===== config.mk =====
export PLATFORM = sky130hd
export DESIGN_NAME = inst_fetch_queue
export DESIGN_NICKNAME = d
export VERILOG_FILES = /design/src/rtl/inst_fetch_queue_pkg.sv /design/src/rtl/inst_fetch_queue_fq_ptr_ctrl.sv /design/src/rtl/inst_fetch_queue.sv
export SDC_FILE = /design/constraint.sdc
export NUM_CORES = 1
export LEC_CHECK = 0
export BUFFER_PORTS_ARGS = -buffer_cell sky130_fd_sc_hd__buf_4
export CORE_AREA = 2 2 242 244
export DETAILED_ROUTE_END_ITERATION = 10
export DIE_AREA = 0 0 244 246
export PLACE_DENSITY = 0.77
export SYNTH_ARGS = -nofsm -noshare
export SYNTH_HDL_FRONTEND = slang
export SYNTH_SLANG_ARGS = --single-unit

===== constraint.sdc =====
create_clock -name clk -period 5 [get_ports clk]
set_input_delay 0.5 -clock clk [delete_from_list [all_inputs] [get_ports clk]]
set_output_delay 0.5 -clock clk [all_outputs]
set_load 0.01 [all_outputs]

===== src/rtl/inst_fetch_queue_pkg.sv =====
// Shared fetch/decode definitions: bus widths, NOP encoding, queue depth and entry layout.
package inst_fetch_queue_pkg;

  localparam int unsigned InstAddrBus = 32;
  localparam int unsigned InstBus     = 32;
  localparam int unsigned FQ_DEPTH    = 8;

  // andi r0, r0, 0
  localparam logic [InstBus-1:0] INST_NOP = 32'h0340_0000;

  typedef logic [InstAddrBus-1:0] inst_addr_t;
  typedef logic [InstBus-1:0]     inst_t;

  typedef struct packed {
    inst_addr_t pc;
    inst_t      inst;
  } fq_entry_t;

endpackage


===== src/rtl/inst_fetch_queue_fq_ptr_ctrl.sv =====
// Pointer/occupancy control for the fetch queue: head, tail, count, leading-ones enqueue
// count, clamped dequeue count and flush. Optional same-cycle bypass under QUEUE_BYPASS_EN.
module fq_ptr_ctrl #(
  parameter int unsigned FETCH_WIDTH = 2,
  parameter int unsigned ISSUE_WIDTH = 2,
  parameter int unsigned DEPTH       = 8,
  localparam int unsigned CNT_W      = $clog2(DEPTH + 1),
  localparam int unsigned PTR_W      = $clog2(DEPTH),
  localparam int unsigned ACC_W      = $clog2(ISSUE_WIDTH + 1)
) (
  input  logic                   clk,
  input  logic                   rst,
  input  logic                   flush_i,
  input  logic [FETCH_WIDTH-1:0] if_valid_i,
  input  logic [ACC_W-1:0]       id_accept_i,
  output logic                   if_ready_o,
  output logic [CNT_W-1:0]       n_enq_o,
  output logic [CNT_W-1:0]       n_skip_o,
  output logic [PTR_W-1:0]       head_o,
  output logic [PTR_W-1:0]       tail_o,
  output logic [CNT_W-1:0]       count_o
);

  localparam logic [CNT_W-1:0] ReadyMax = CNT_W'(DEPTH - FETCH_WIDTH);
  localparam logic [CNT_W-1:0] IssueMax = CNT_W'(ISSUE_WIDTH);

  logic [PTR_W-1:0] head_q, head_d, tail_q, tail_d;
  logic [CNT_W-1:0] count_q, count_d;
  logic [CNT_W-1:0] n_lead, n_deq, avail;
  logic             run, byp;

  // Conservative: only registered count, a same-cycle dequeue does not help.
  assign if_ready_o = (count_q <= ReadyMax);
  assign n_enq_o    = (if_ready_o && !flush_i) ? n_lead : '0;
  assign n_skip_o   = byp ? n_deq : '0;
  assign head_o     = head_q;
  assign tail_o     = tail_q;
  assign count_o    = count_q;

`ifdef QUEUE_BYPASS_EN
  assign byp = (count_q == '0) && !flush_i;
`else
  assign byp = 1'b0;
`endif

  // Leading-ones count of lane valids; lanes after the first gap are ignored
  always_comb begin
    n_lead = '0;
    run    = 1'b1;
    for (int unsigned k = 0; k < FETCH_WIDTH; k++) begin
      run = run & if_valid_i[k];
      if (run) n_lead = n_lead + CNT_W'(1);
    end
  end

  // Dequeue count clamped to what is presented and to the issue width
  always_comb begin
    avail = byp ? n_enq_o : count_q;
    n_deq = CNT_W'(id_accept_i);
    if (avail < n_deq) n_deq = avail;
    if (IssueMax < n_deq) n_deq = IssueMax;
  end

  // Next pointers; bypassed-and-consumed lanes never touch storage
  always_comb begin
    head_d  = head_q + PTR_W'(n_deq - n_skip_o);
    tail_d  = tail_q + PTR_W'(n_enq_o - n_skip_o);
    count_d = count_q + n_enq_o - n_deq;
    if (flush_i) begin
      head_d  = '0;
      tail_d  = '0;
      count_d = '0;
    end
  end

  // Pointer and count state
  always_ff @(posedge clk or negedge rst) begin
    if (!rst) begin
      head_q  <= '0;
      tail_q  <= '0;
      count_q <= '0;
    end else begin
      head_q  <= head_d;
      tail_q  <= tail_d;
      count_q <= count_d;
    end
  end

endmodule


===== src/rtl/inst_fetch_queue.sv =====
// Multi-lane in-order instruction queue between fetch and decode. Holds the storage array
// and output muxing; pointer control lives in fq_ptr_ctrl.
// Optional macro QUEUE_BYPASS_EN: empty-queue enqueues are presented to decode same cycle.
module inst_fetch_queue
  import inst_fetch_queue_pkg::*;
#(
  parameter int unsigned FETCH_WIDTH = 2,
  parameter int unsigned ISSUE_WIDTH = 2,
  parameter int unsigned DEPTH       = FQ_DEPTH,
  localparam int unsigned CNT_W      = $clog2(DEPTH + 1),
  localparam int unsigned ACC_W      = $clog2(ISSUE_WIDTH + 1)
) (
  input  logic                               clk,
  input  logic                               rst,
  input  logic                               flush_i,
  input  logic [FETCH_WIDTH-1:0]             if_valid_i,
  input  logic [InstAddrBus*FETCH_WIDTH-1:0] if_pc_i,
  input  logic [InstBus*FETCH_WIDTH-1:0]     if_inst_i,
  output logic                               if_ready_o,
  output logic [ISSUE_WIDTH-1:0]             id_valid_o,
  output logic [InstAddrBus*ISSUE_WIDTH-1:0] id_pc_o,
  output logic [InstBus*ISSUE_WIDTH-1:0]     id_inst_o,
  input  logic [ACC_W-1:0]                   id_accept_i,
  output logic [CNT_W-1:0]                   occupancy_o
);

  localparam int unsigned PTR_W = $clog2(DEPTH);

  logic [PTR_W-1:0]       head, tail, rd_addr;
  logic [CNT_W-1:0]       count, n_enq, n_skip;
  logic [FETCH_WIDTH-1:0] wr_en;
  logic [PTR_W-1:0]       wr_addr [FETCH_WIDTH];
  fq_entry_t              mem_q   [DEPTH];

  fq_ptr_ctrl #(
    .FETCH_WIDTH(FETCH_WIDTH),
    .ISSUE_WIDTH(ISSUE_WIDTH),
    .DEPTH      (DEPTH)
  ) u_ptr_ctrl (
    .clk        (clk),
    .rst        (rst),
    .flush_i    (flush_i),
    .if_valid_i (if_valid_i),
    .id_accept_i(id_accept_i),
    .if_ready_o (if_ready_o),
    .n_enq_o    (n_enq),
    .n_skip_o   (n_skip),
    .head_o     (head),
    .tail_o     (tail),
    .count_o    (count)
  );

  assign occupancy_o = count;

  // Lane j lands at tail + (j - skip); lanes consumed through the bypass are skipped
  always_comb begin
    for (int unsigned j = 0; j < FETCH_WIDTH; j++) begin
      wr_en[j]   = (CNT_W'(j) >= n_skip) && (CNT_W'(j) < n_enq);
      wr_addr[j] = tail + PTR_W'(CNT_W'(j) - n_skip);
    end
  end

  // Storage array, intentionally not reset
  always_ff @(posedge clk) begin
    for (int unsigned j = 0; j < FETCH_WIDTH; j++) begin
      if (wr_en[j]) begin
        mem_q[wr_addr[j]] <= '{pc:   if_pc_i[InstAddrBus*j +: InstAddrBus],
                               inst: if_inst_i[InstBus*j +: InstBus]};
      end
    end
  end

`ifdef QUEUE_BYPASS_EN
  // Fetch lanes padded so every issue lane index stays in range
  logic [InstAddrBus*(FETCH_WIDTH+ISSUE_WIDTH)-1:0] if_pc_ext;
  logic [InstBus*(FETCH_WIDTH+ISSUE_WIDTH)-1:0]     if_inst_ext;
  logic                                             byp;
  assign byp         = (count == '0) && !flush_i;
  assign if_pc_ext   = {{(InstAddrBus*ISSUE_WIDTH){1'b0}}, if_pc_i};
  assign if_inst_ext = {{(InstBus*ISSUE_WIDTH){1'b0}}, if_inst_i};
`endif

  // Head lanes to decode; invalid lanes drive zero
  always_comb begin
    id_valid_o = '0;
    id_pc_o    = '0;
    id_inst_o  = '0;
    rd_addr    = '0;
    for (int unsigned k = 0; k < ISSUE_WIDTH; k++) begin
      rd_addr = head + PTR_W'(k);
`ifdef QUEUE_BYPASS_EN
      if (byp) begin
        if (CNT_W'(k) < n_enq) begin
          id_valid_o[k]                          = 1'b1;
          id_pc_o[InstAddrBus*k +: InstAddrBus]  = if_pc_ext[InstAddrBus*k +: InstAddrBus];
          id_inst_o[InstBus*k +: InstBus]        = if_inst_ext[InstBus*k +: InstBus];
        end
      end else
`endif
      if (count > CNT_W'(k)) begin
        id_valid_o[k]                         = 1'b1;
        id_pc_o[InstAddrBus*k +: InstAddrBus] = mem_q[rd_addr].pc;
        id_inst_o[InstBus*k +: InstBus]       = mem_q[rd_addr].inst;
      end
    end
  end

endmodule


; ---- Word-level counts from Yosys, hierarchy flattened
; Memory sizes are Yosys's and may differ from the RTL's.
; Index checks and enable logic that the tools add are counted.
[word_totals]
ff_bits = 10
latchBits = 0
ram_bits = 512
rom_bits = 0
input_bits = 135
output_inout_bits = 135
wordCells = 39
n_memories = 1
[op_classes]
n_addsub = 7
n_mul = 0
n_div = 0
order_cmp = 7
eq_ne = 0
shift = 0
muxes = 18
bitwise_logic = 1
n_reduce_logical = 2
[mem_list]
columns = memory, words, word_bits, read_ports, rd_clocked_by_memory_dff, wr, line_no
row1 = mem_q, 8, 64, 2, 0, 2, inst_fetch_queue.sv:33  ; fq_entry_t mem_q [DEPTH];
[op_table]
columns = operator, count
row1 = 32-bit two-way mux, 4
row2 = 4-bit two-way mux, 5
row3 = "4-bit by 1-bit greater-than comparator with 1-bit output, second input constant", 2
row4 = "1-bit by 4-bit less-than comparator with 1-bit output, first input constant", 2
row5 = 1-bit two-way mux, 7
row6 = "3-bit by 1-bit adder with 3-bit output, second input constant", 2
row7 = 3-bit adder, 2
row8 = 3-bit two-way mux, 2
row9 = "4-bit by 1-bit adder with 4-bit output, second input constant", 1
row10 = 4-bit adder, 1
row11 = "4-bit by 3-bit <= comparator with 1-bit output, second input constant", 1
row12 = "2-bit by 4-bit less-than comparator with 1-bit output, first input constant", 1
row13 = 4-bit by 2-bit less-than comparator with 1-bit output, 1
row14 = 4-bit subtractor, 1
row15 = 1-bit bitwise AND, 1
row16 = 1-bit logical AND, 1
row17 = 1-bit zero test, 1

; ---- Longest topological paths before layout
; Gate-level depths: netlist of the first run.
[depth]
depth_word = 7
depth_mapped = 13
depth_no_buf = 12

; ---- Cells and area by module
; A second synthesis of the first run with hierarchy kept.
[hier_totals]
hier_cells = 2020
hier_area_um2 = 30955.9
[modules_own_cells]
columns = mod, n_inst, cells_per_inst, area_each_um2, seq_area_each_um2
row1 = inst_fetch_queue, 1, 1945, 30202.7, 15374.7
row2 = fq_ptr_ctrl, 1, 75, 753.2, 250.2

; ---- Worst setup path before layout of the first run
; OpenSTA, ideal clock, no wires.
[synth_timing]
path_type = reg2reg
startpoint = register u_ptr_ctrl.count_q[3], in the netlist u_ptr_ctrl.count_o[3]
endpoint = memory mem_q[6][0] (netlist name) (enable)
setup_ps = 507
arrival_time_ps = 4672
required_time_ps = 4493
setup_slack_ps = -179
stages_incl_launch_ff = 8
n_path_buf = 1
cell_sequence = dfrtp_1 inv_1 ha_1 nand2_1 mux2i_4 nand3b_1 clkbuf_1 a21oi_1
[synth_rtl]
columns = element, line_no
row1 = from (decl), inst_fetch_queue_fq_ptr_ctrl.sv:28  ; logic [CNT_W-1:0] count_q, count_d;
row2 = from (signal assigned), inst_fetch_queue_fq_ptr_ctrl.sv:85  ; count_q <= count_d;
row3 = to (decl), inst_fetch_queue.sv:33

; ---- Final worst setup path of the first run
[layout_timing]
startpoint = register u_ptr_ctrl.head_q[0], in the netlist u_ptr_ctrl.head_o[0]
endpoint = output port id_pc_o[32]
[layout_between]
elab_chain_cells = 3
[layout_lines]
columns = element, line_no
row1 = from (decl), inst_fetch_queue_fq_ptr_ctrl.sv:27  ; logic [PTR_W-1:0] head_q, head_d, tail_q, tail_d;
row2 = from (signal assigned), inst_fetch_queue_fq_ptr_ctrl.sv:79  ; head_q <= '0;
row3 = from (signal assigned), inst_fetch_queue_fq_ptr_ctrl.sv:83  ; head_q <= head_d;
row4 = 3-bit by 1-bit adder with 3-bit output, inst_fetch_queue.sv:90  ; rd_addr = head + PTR_W'(k);
row5 = memory read 8 x 64 bit, n/a
row6 = 32-bit two-way mux, inst_fetch_queue.sv:100  ; if (count > CNT_W'(k)) begin
row7 = to (decl), inst_fetch_queue.sv:21  ; output logic [InstAddrBus*ISSUE_WIDTH-1:0] id_pc_o,
; Every way passes these cells.

==> results of run 1 <==
==> state kept, by name (all words and copies together), names as in the netlist <==
name	count
mem_q	512
u_ptr_ctrl.count_o	4
u_ptr_ctrl.tail_o	3
u_ptr_ctrl.head_o	3
==> path summary, 6_finish.rpt <==
kind                                                      from  slack, ns                               to
min in group asynchronous                                  rst       0.25  u_ptr_ctrl.count_o[1]$_DFF_PN0_
worst min register to register  u_ptr_ctrl.tail_o[2]$_DFF_PN0_       0.78   u_ptr_ctrl.tail_o[2]$_DFF_PN0_
worst max-delay path            u_ptr_ctrl.head_o[0]$_DFF_PN0_       0.51                      id_pc_o[32]
worst min-delay path                                   flush_i       0.15   u_ptr_ctrl.head_o[0]$_DFF_PN0_
max in group asynchronous                                  rst       4.58   u_ptr_ctrl.head_o[1]$_DFF_PN0_
worst max register to register  u_ptr_ctrl.tail_o[0]$_DFF_PN0_       1.35            mem_q[3][2]$_DFFE_PP_
==> power by group through the flow <==
| stage | sequential, uW | clock, uW | combinational (uW) |
|---|---|---|---|
| floorplan | 5170 | 0 | 4600 |
| global placement | 5180 | 0 | 7720 |
| detailed placement | 5190 | 0 | 7900 |
| CTS | 5100 | 4050 | 7940 |
| global route | 5120 | 4230 | 8460 |
| finish | 5100 | 4040 | 8010 |
==> through the flow <==
| stage | instance area, um2 | util (%) | std cells |
|---|---|---|---|
| global placement | 33600 | 58.6 | 3310 |
| global route | 35400 | 61.7 | 3412 |
| finish | 35400 | 61.7 | 3413 |
| detailed placement | 33600 | 58.6 | 3310 |
| CTS | 35400 | 61.6 | 3407 |
| floorplan | 31200 | - | 2415 |
==> per-layer routing <==
metal	up-vias	global-route usage (%)	share of wire, %
met5	-	0	0.10
met4	16	13.3	4.3
met3	300	6.18	11
met2	1444	49.7	48
met1	10900	39.3	37
li1	9466	-	-
==> logic make-up after synthesis <==
logic type,Yosys count
AO/OA/AOI/OAI,267
flip-flops,522
adder cells (fa/ha/maj),15
buffers and inverters,199
XOR/XNOR,8
multiplexers,707
AND/OR/NAND/NOR,697
==> timing repair <==
item | CTS | global route
hold buffers | 1 | 0
gates resized for setup | 0 | 0
endpoints found under the hold margin | 10 | 0
==> cell usage after synthesis (all sizes together), types with 3 or more instances <==
master | instances | area [um2]
ha | 11 | 138
clkbuf | 81 | 304
dfrtp | 10 | 250
fa | 4 | 80.1
a31oi | 5 | 31.3
nand3 | 6 | 50.1
nand2 | 516 | 1940
xor2 | 4 | 35.0
mux2i | 66 | 673
inv | 15 | 56.3
buf | 103 | 845
a21oi | 260 | 1300
edfxtp | 512 | 15400
or4 | 64 | 480
mux2 | 513 | 6180
mux4 | 128 | 2880
nand3b | 3 | 22.5
nor2 | 85 | 322
nor3 | 8 | 40.0
and4 | 4 | 35.0
xnor2 | 4 | 35.0
nor2b | 4 | 25.0
nand2b | 3 | 18.8
==> worst register-to-register path, stage by stage, from the launching register on <==
cell and delay, ns:
dfrtp_1 0.67, ha_1 0.29, xor2_1 0.46, nor2_1 0.21, nand3_4 0.80, buf_4 0.55
mux2_2 0.42
==> layout make-up <==
class                           instances  area (um2)  share of cell area, %
Tap cell                              765         957                   2.71
Inverter                               15        56.3                  0.159
Multi-Input combinational cell       1694       14500                   40.9
Clock inverter                         33         279                  0.789
Sequential cell                       522       15600                   44.2
Clock buffer                           63        1450                   4.10
Antenna cell                            6        15.0                 0.0424
Timing Repair Buffer                  315        2500                   7.08
==> flow_summary.json, run 1 <==
{
  "status": "completed",
  "max_freq_mhz": 222,
  "cts_root_buf": "clkbuf_16",
  "synth_top_family_by_area": "multiplexers",
  "grt_usage_pct": 30.3,
  "vias": 22200,
  "synthesis.area_mm2": 0.0312,
  "min_period_over_period_pct": 89.9,
  "synth-simple-area-share_pct": 9.50,
  "nFillCells": 4255,
  "peakVddDrop_mv": 0.604,
  "synthArstFlopShare_pct": 1.92,
  "path_delay_family": "buffers and inverters",
  "endpoint_kind": "primary output",
  "io-pin-count": 270,
  "core_area_mm2": 0.0574,
  "syn_inst": 2415,
  "final_common_cell": "nand2_1",
  "cp_cell_sequence": "ha_1 -> xor2_4 -> buf_4 -> nand2_1 -> a21oi_1 -> or4_1 -> buf_4",
  "skew_ns": 0.0105,
  "drtPass1Iterations": 6,
  "cts_buffers": 55,
  "worst-path-buf-inv": 2,
  "dp_hpwl_mm": 51.3,
  "power.switching_uw": 6580,
  "synthAdderAreaFrac_pct": 0.699,
  "fin_ws_ns": 0.505,
  "tns_ns": 0,
  "crit_cells": 7,
  "drt.antenna.violating_nets": 0,
  "routabilityCongestion": 0.830,
  "final_cell_mix": "nand2_1 (516), edfxtp_1 (512), buf_4 (303)",
  "finalNetCount": 2753,
  "synth.area.mux_share_pct": 31.2,
  "swShare_pct": 38.3,
  "drv_slew": 0,
  "crit_slowest_cell": "buf_4",
  "reg2regPathDepth": 6,
  "syn_nets": 2565,
  "p_leak_uw": 0.0128,
  "ys_ff_latch": 522,
  "startpoint_type": "flop",
  "synth-xor-area-share_pct": 0.225,
  "cts_tree": "yes",
  "setup_violations": 0,
  "wire_per_inst_um": 27.2,
  "synth.distinct_cells": 39,
  "final.min_clock_period_ns": 4.49,
  "die_height_um": 246,
  "comb_power_share_pct": 46.7,
  "worst_hold_slack_ns": 0.148,
  "layout-drive-gt1-share_pct": 34.2,
  "yosys_warnings": 0,
  "num_rows": 88,
  "grt_pass1_vias": 22600,
  "synth_edf_count": 512,
  "hold_class": "in -> reg",
  "worstSetupPathType": "reg -> out",
  "pwr_density_cell_mw_per_mm2": 485,
  "synth-compound-area-share_pct": 4.32,
  "cp_max_fo": 88,
  "min_path_cells": 2,
  "clkTransAtPathRegs_ns": 0.06,
  "place_ws_ns": 1.24,
  "overflow": 0,
  "p_clk_share_pct": 23.5,
  "dieArea_mm2": 0.0600,
  "numPortBuffers": 269,
  "cts.sinks": 522,
  "cpMostUsedCell": "buf_4",
  "wl_mm": 92.7,
  "arrival_ns": 3.99,
  "start_util_pct": 54.3,
  "relSlewSlack_pct": 16.2,
  "power_uw": 17200,
  "slowest_delay_ns": 0.87,
  "grt_pass1_wl_mm": 136,
  "clock_latency_ns": 0.61,
  "postCtsSetupRepairBufs": 0,
  "tightest_slew_ns": 1.26,
  "ys_seq_area_share_pct": 50.1,
  "drt_iter0_drc": 2602,
  "antenna_found_initial": 13,
  "post-route-drc-count": 0,
  "clockBufferDepth": 3,
  "intPower_uw": 10600,
  "required_ns": 4.50,
  "drv_cap": 0,
  "die_w_um": 244,
  "avgSynthCellArea_um2": 12.9,
  "pwr-share-seq_pct": 29.8,
  "hold_viol": 0,
  "grt_start_max_net_pins": 161,
  "area_delta_synth_final_pct": 13.5,
  "viasPerCell": 6.49,
  "rsz0062_at_grt": "false",
  "synth-main-ff-cell": "edfxtp_1",
  "cts-htree-levels": 2
}
No activity file was read; power rests on OpenSTA's default activity.
==> run 2, diff against run 1 <==
==> constraint.sdc (replaced) <==
create_clock -name clk -period 5 [get_ports clk]
set_input_delay 0 -clock clk [delete_from_list [all_inputs] [get_ports clk]]
set_output_delay 0 -clock clk [all_outputs]
set_load 0.01 [all_outputs]
==> run 2 against run 1 <==
  * Maximum frequency up 4.7%
  * Die area is the same
  * Critical path type is now reg -> reg
  * Non-clock buffer count up 188
  * Utilization grew 3.5 points
  * Power up 1.7%
  * Setup slack better by 0.20 ns
  * Highest routed layer unchanged
  * Sequential share of layout area decreased by 2.4 points
  * Critical path depth is the same
  * Largest cell class unchanged
  * Register-to-register slack worse by 0.64 ns
==> flow_summary.json, run 2 (synthesized netlist as in run 1, its figures left out) <==
{
  "clkTransAtPathRegs_ns": 0.06,
  "arrival_ns": 4.65,
  "postCtsSetupRepairBufs": 0,
  "status": "completed",
  "cp_max_fo": 41,
  "dp_hpwl_mm": 50.1,
  "final_core_util_pct": 65.2,
  "grtUsageMet2_pct": 50.0,
  "drt.antenna.violating_nets": 0,
  "busiest_layer": "met2",
  "p_leak_uw": 0.0136,
  "reg2regPathDepth": 7,
  "final_cell_mix": "nand2_1 (516), edfxtp_1 (512), buf_4 (291)",
  "worstSetupPathType": "reg -> reg",
  "r2r_end": "mem_q[1][50]$_DFFE_PP_",
  "hold_class": "in -> reg",
  "regArea_mm2": 0.0156,
  "die_height_um": 246,
  "grt_start_max_net_pins": 157,
  "final.min_clock_period_ns": 4.29,
  "wire_per_inst_um": 25.9,
  "rrSetupSlack_ns": 0.71,
  "drtPass1Iterations": 6,
  "min_period_over_period_pct": 85.9,
  "rsz0062_at_grt": "false",
  "finalNetCount": 2942,
  "hold_viol": 0,
  "startpoint": "u_ptr_ctrl.tail_o[0]$_DFF_PN0_",
  "wl_mm": 93.5,
  "drt_iter0_drc": 2480,
  "hold_path_startpoint": "id_accept_i[1]",
  "die_w_um": 244,
  "core_area_mm2": 0.0574,
  "final_common_cell": "nand2_1",
  "instances_no_fill": 3609,
  "num_rows": 88,
  "clock_latency_ns": 0.61,
  "numPortBuffers": 269,
  "skew_ns": 0.0123,
  "drv_cap": 0,
  "dieArea_mm2": 0.0600,
  "endpoint_kind": "flop",
  "grt_pass1_wl_mm": 138,
  "cts.sinks": 522,
  "cts_buffers": 56,
  "start_util_pct": 54.3,
  "setup_violations": 0,
  "pwr_density_cell_mw_per_mm2": 466,
  "min_path_cells": 5,
  "place_inst": 3302,
  "routabilityCongestion": 0.844,
  "antenna_found_initial": 11,
  "peakVddDrop_mv": 0.557,
  "post-route-drc-count": 0,
  "grtUsageMet3_pct": 6.42,
  "largest_register_ffs": 512,
  "tightest_slew_ns": 1.12,
  "multi_input_area_mm2": 0.0145,
  "nFillCells": 4021,
  "worstHoldEndpoint": "u_ptr_ctrl.head_o[1]$_DFF_PN0_",
  "drv_slew": 0,
  "area_delta_synth_final_pct": 20.0,
  "clockBufferDepth": 3,
  "layout-drive-gt1-share_pct": 31.7,
  "gr-usage-met1_pct": 39.0,
  "viasPerCell": 6.36,
  "tns_ns": 0,
  "required_ns": 5.36,
  "grt_pass1_vias": 23800,
  "max_freq_mhz": 233,
  "io-pin-count": 270,
  "relSlewSlack_pct": 25.3,
  "grt_usage_pct": 30.5,
  "cts-htree-levels": 2,
  "overflow": 0,
  "vias": 22900,
  "power_uw": 17400,
  "rr_startpoint": "u_ptr_ctrl.tail_o[0]$_DFF_PN0_",
  "cts_root_buf": "clkbuf_16",
  "cts_tree": "yes",
  "startpoint_type": "flop"
}
==> run 2: changes by cell type in the layout (fill, tap and decap cells not counted) <==
cell           previous run  this run
clkinvlp_4                1         2
clkbuf_8                  0         2
bufinv_16                 5         6
clkbuf_1                  6        16
dlygate4sd3_1             1       197
buf_12                   11        15
diode_2                   6         9
buf_4                   303       291
clkinv_1                 17         8
clkinv_2                  8         9
clkinv_4                  1         0
==> run 2: area by class of cell <==
cell class / count / area share, %
multi-input combinational: 1694 / 38.7
clock buffer: 75 / 4.05
clock inverter: 26 / 0.746
tap: 765 / 2.56
inverter: 15 / 0.151
antenna: 9 / 0.0602
timing repair buffer: 503 / 11.9
sequential: 522 / 41.8
==> run 2: stage by stage <==
stage	hold slack, ns	area, um2	setup WS (ns)
after floorplan	-0.296	31200	0.254
after global placement	-0.159	33600	1.49
after detailed placement	-0.152	33600	1.35
after CTS	0.0199	37400	0.779
after global routing	0.0734	37400	0.622
final	0.0611	37400	0.707
==> run 2: layer usage <==
metal	part of all wire, %	routed length (um)
met1	37	35000
met2	48	45000
met3	10	9710
met4	4.0	3730
met5	0.059	55
==> run 2: report_power, final <==
| group | leakage [uW] | switching (uW) | internal [uW] |
|---|---|---|---|
| sequential | 0.00475 | 208 | 5000 |
| combinational | 0.00794 | 4710 | 3360 |
| clock | 0.000873 | 1740 | 2420 |
==> run 2: what timing repair did <==
item	4_1_cts	5_1_grt
gates resized for setup	0	0
hold buffers	197	0
endpoints found under the hold margin	532	0
==> run 2: critical path: stages (launching register included) <==
cell and delay, ns:
dfrtp_1 0.67, ha_1 0.33, nand2b_1 0.21, nor2_1 0.44, nand3_4 0.85, buf_4 0.60
mux2_1 0.36, dlygate4sd3_1 0.55
==> run 2: worst max path at each step <==
stage | to | slack [ns] | cells after the start
global route | mem_q[1][50]$_DFFE_PP_ | 0.62 | 7
floorplan | mem_q[3][0]$_DFFE_PP_ | 0.25 | 7
finish | mem_q[1][50]$_DFFE_PP_ | 0.71 | 7
global placement | mem_q[1][53]$_DFFE_PP_ | 1.49 | 6
CTS | mem_q[1][50]$_DFFE_PP_ | 0.78 | 7
detailed placement | mem_q[1][54]$_DFFE_PP_ | 1.35 | 6
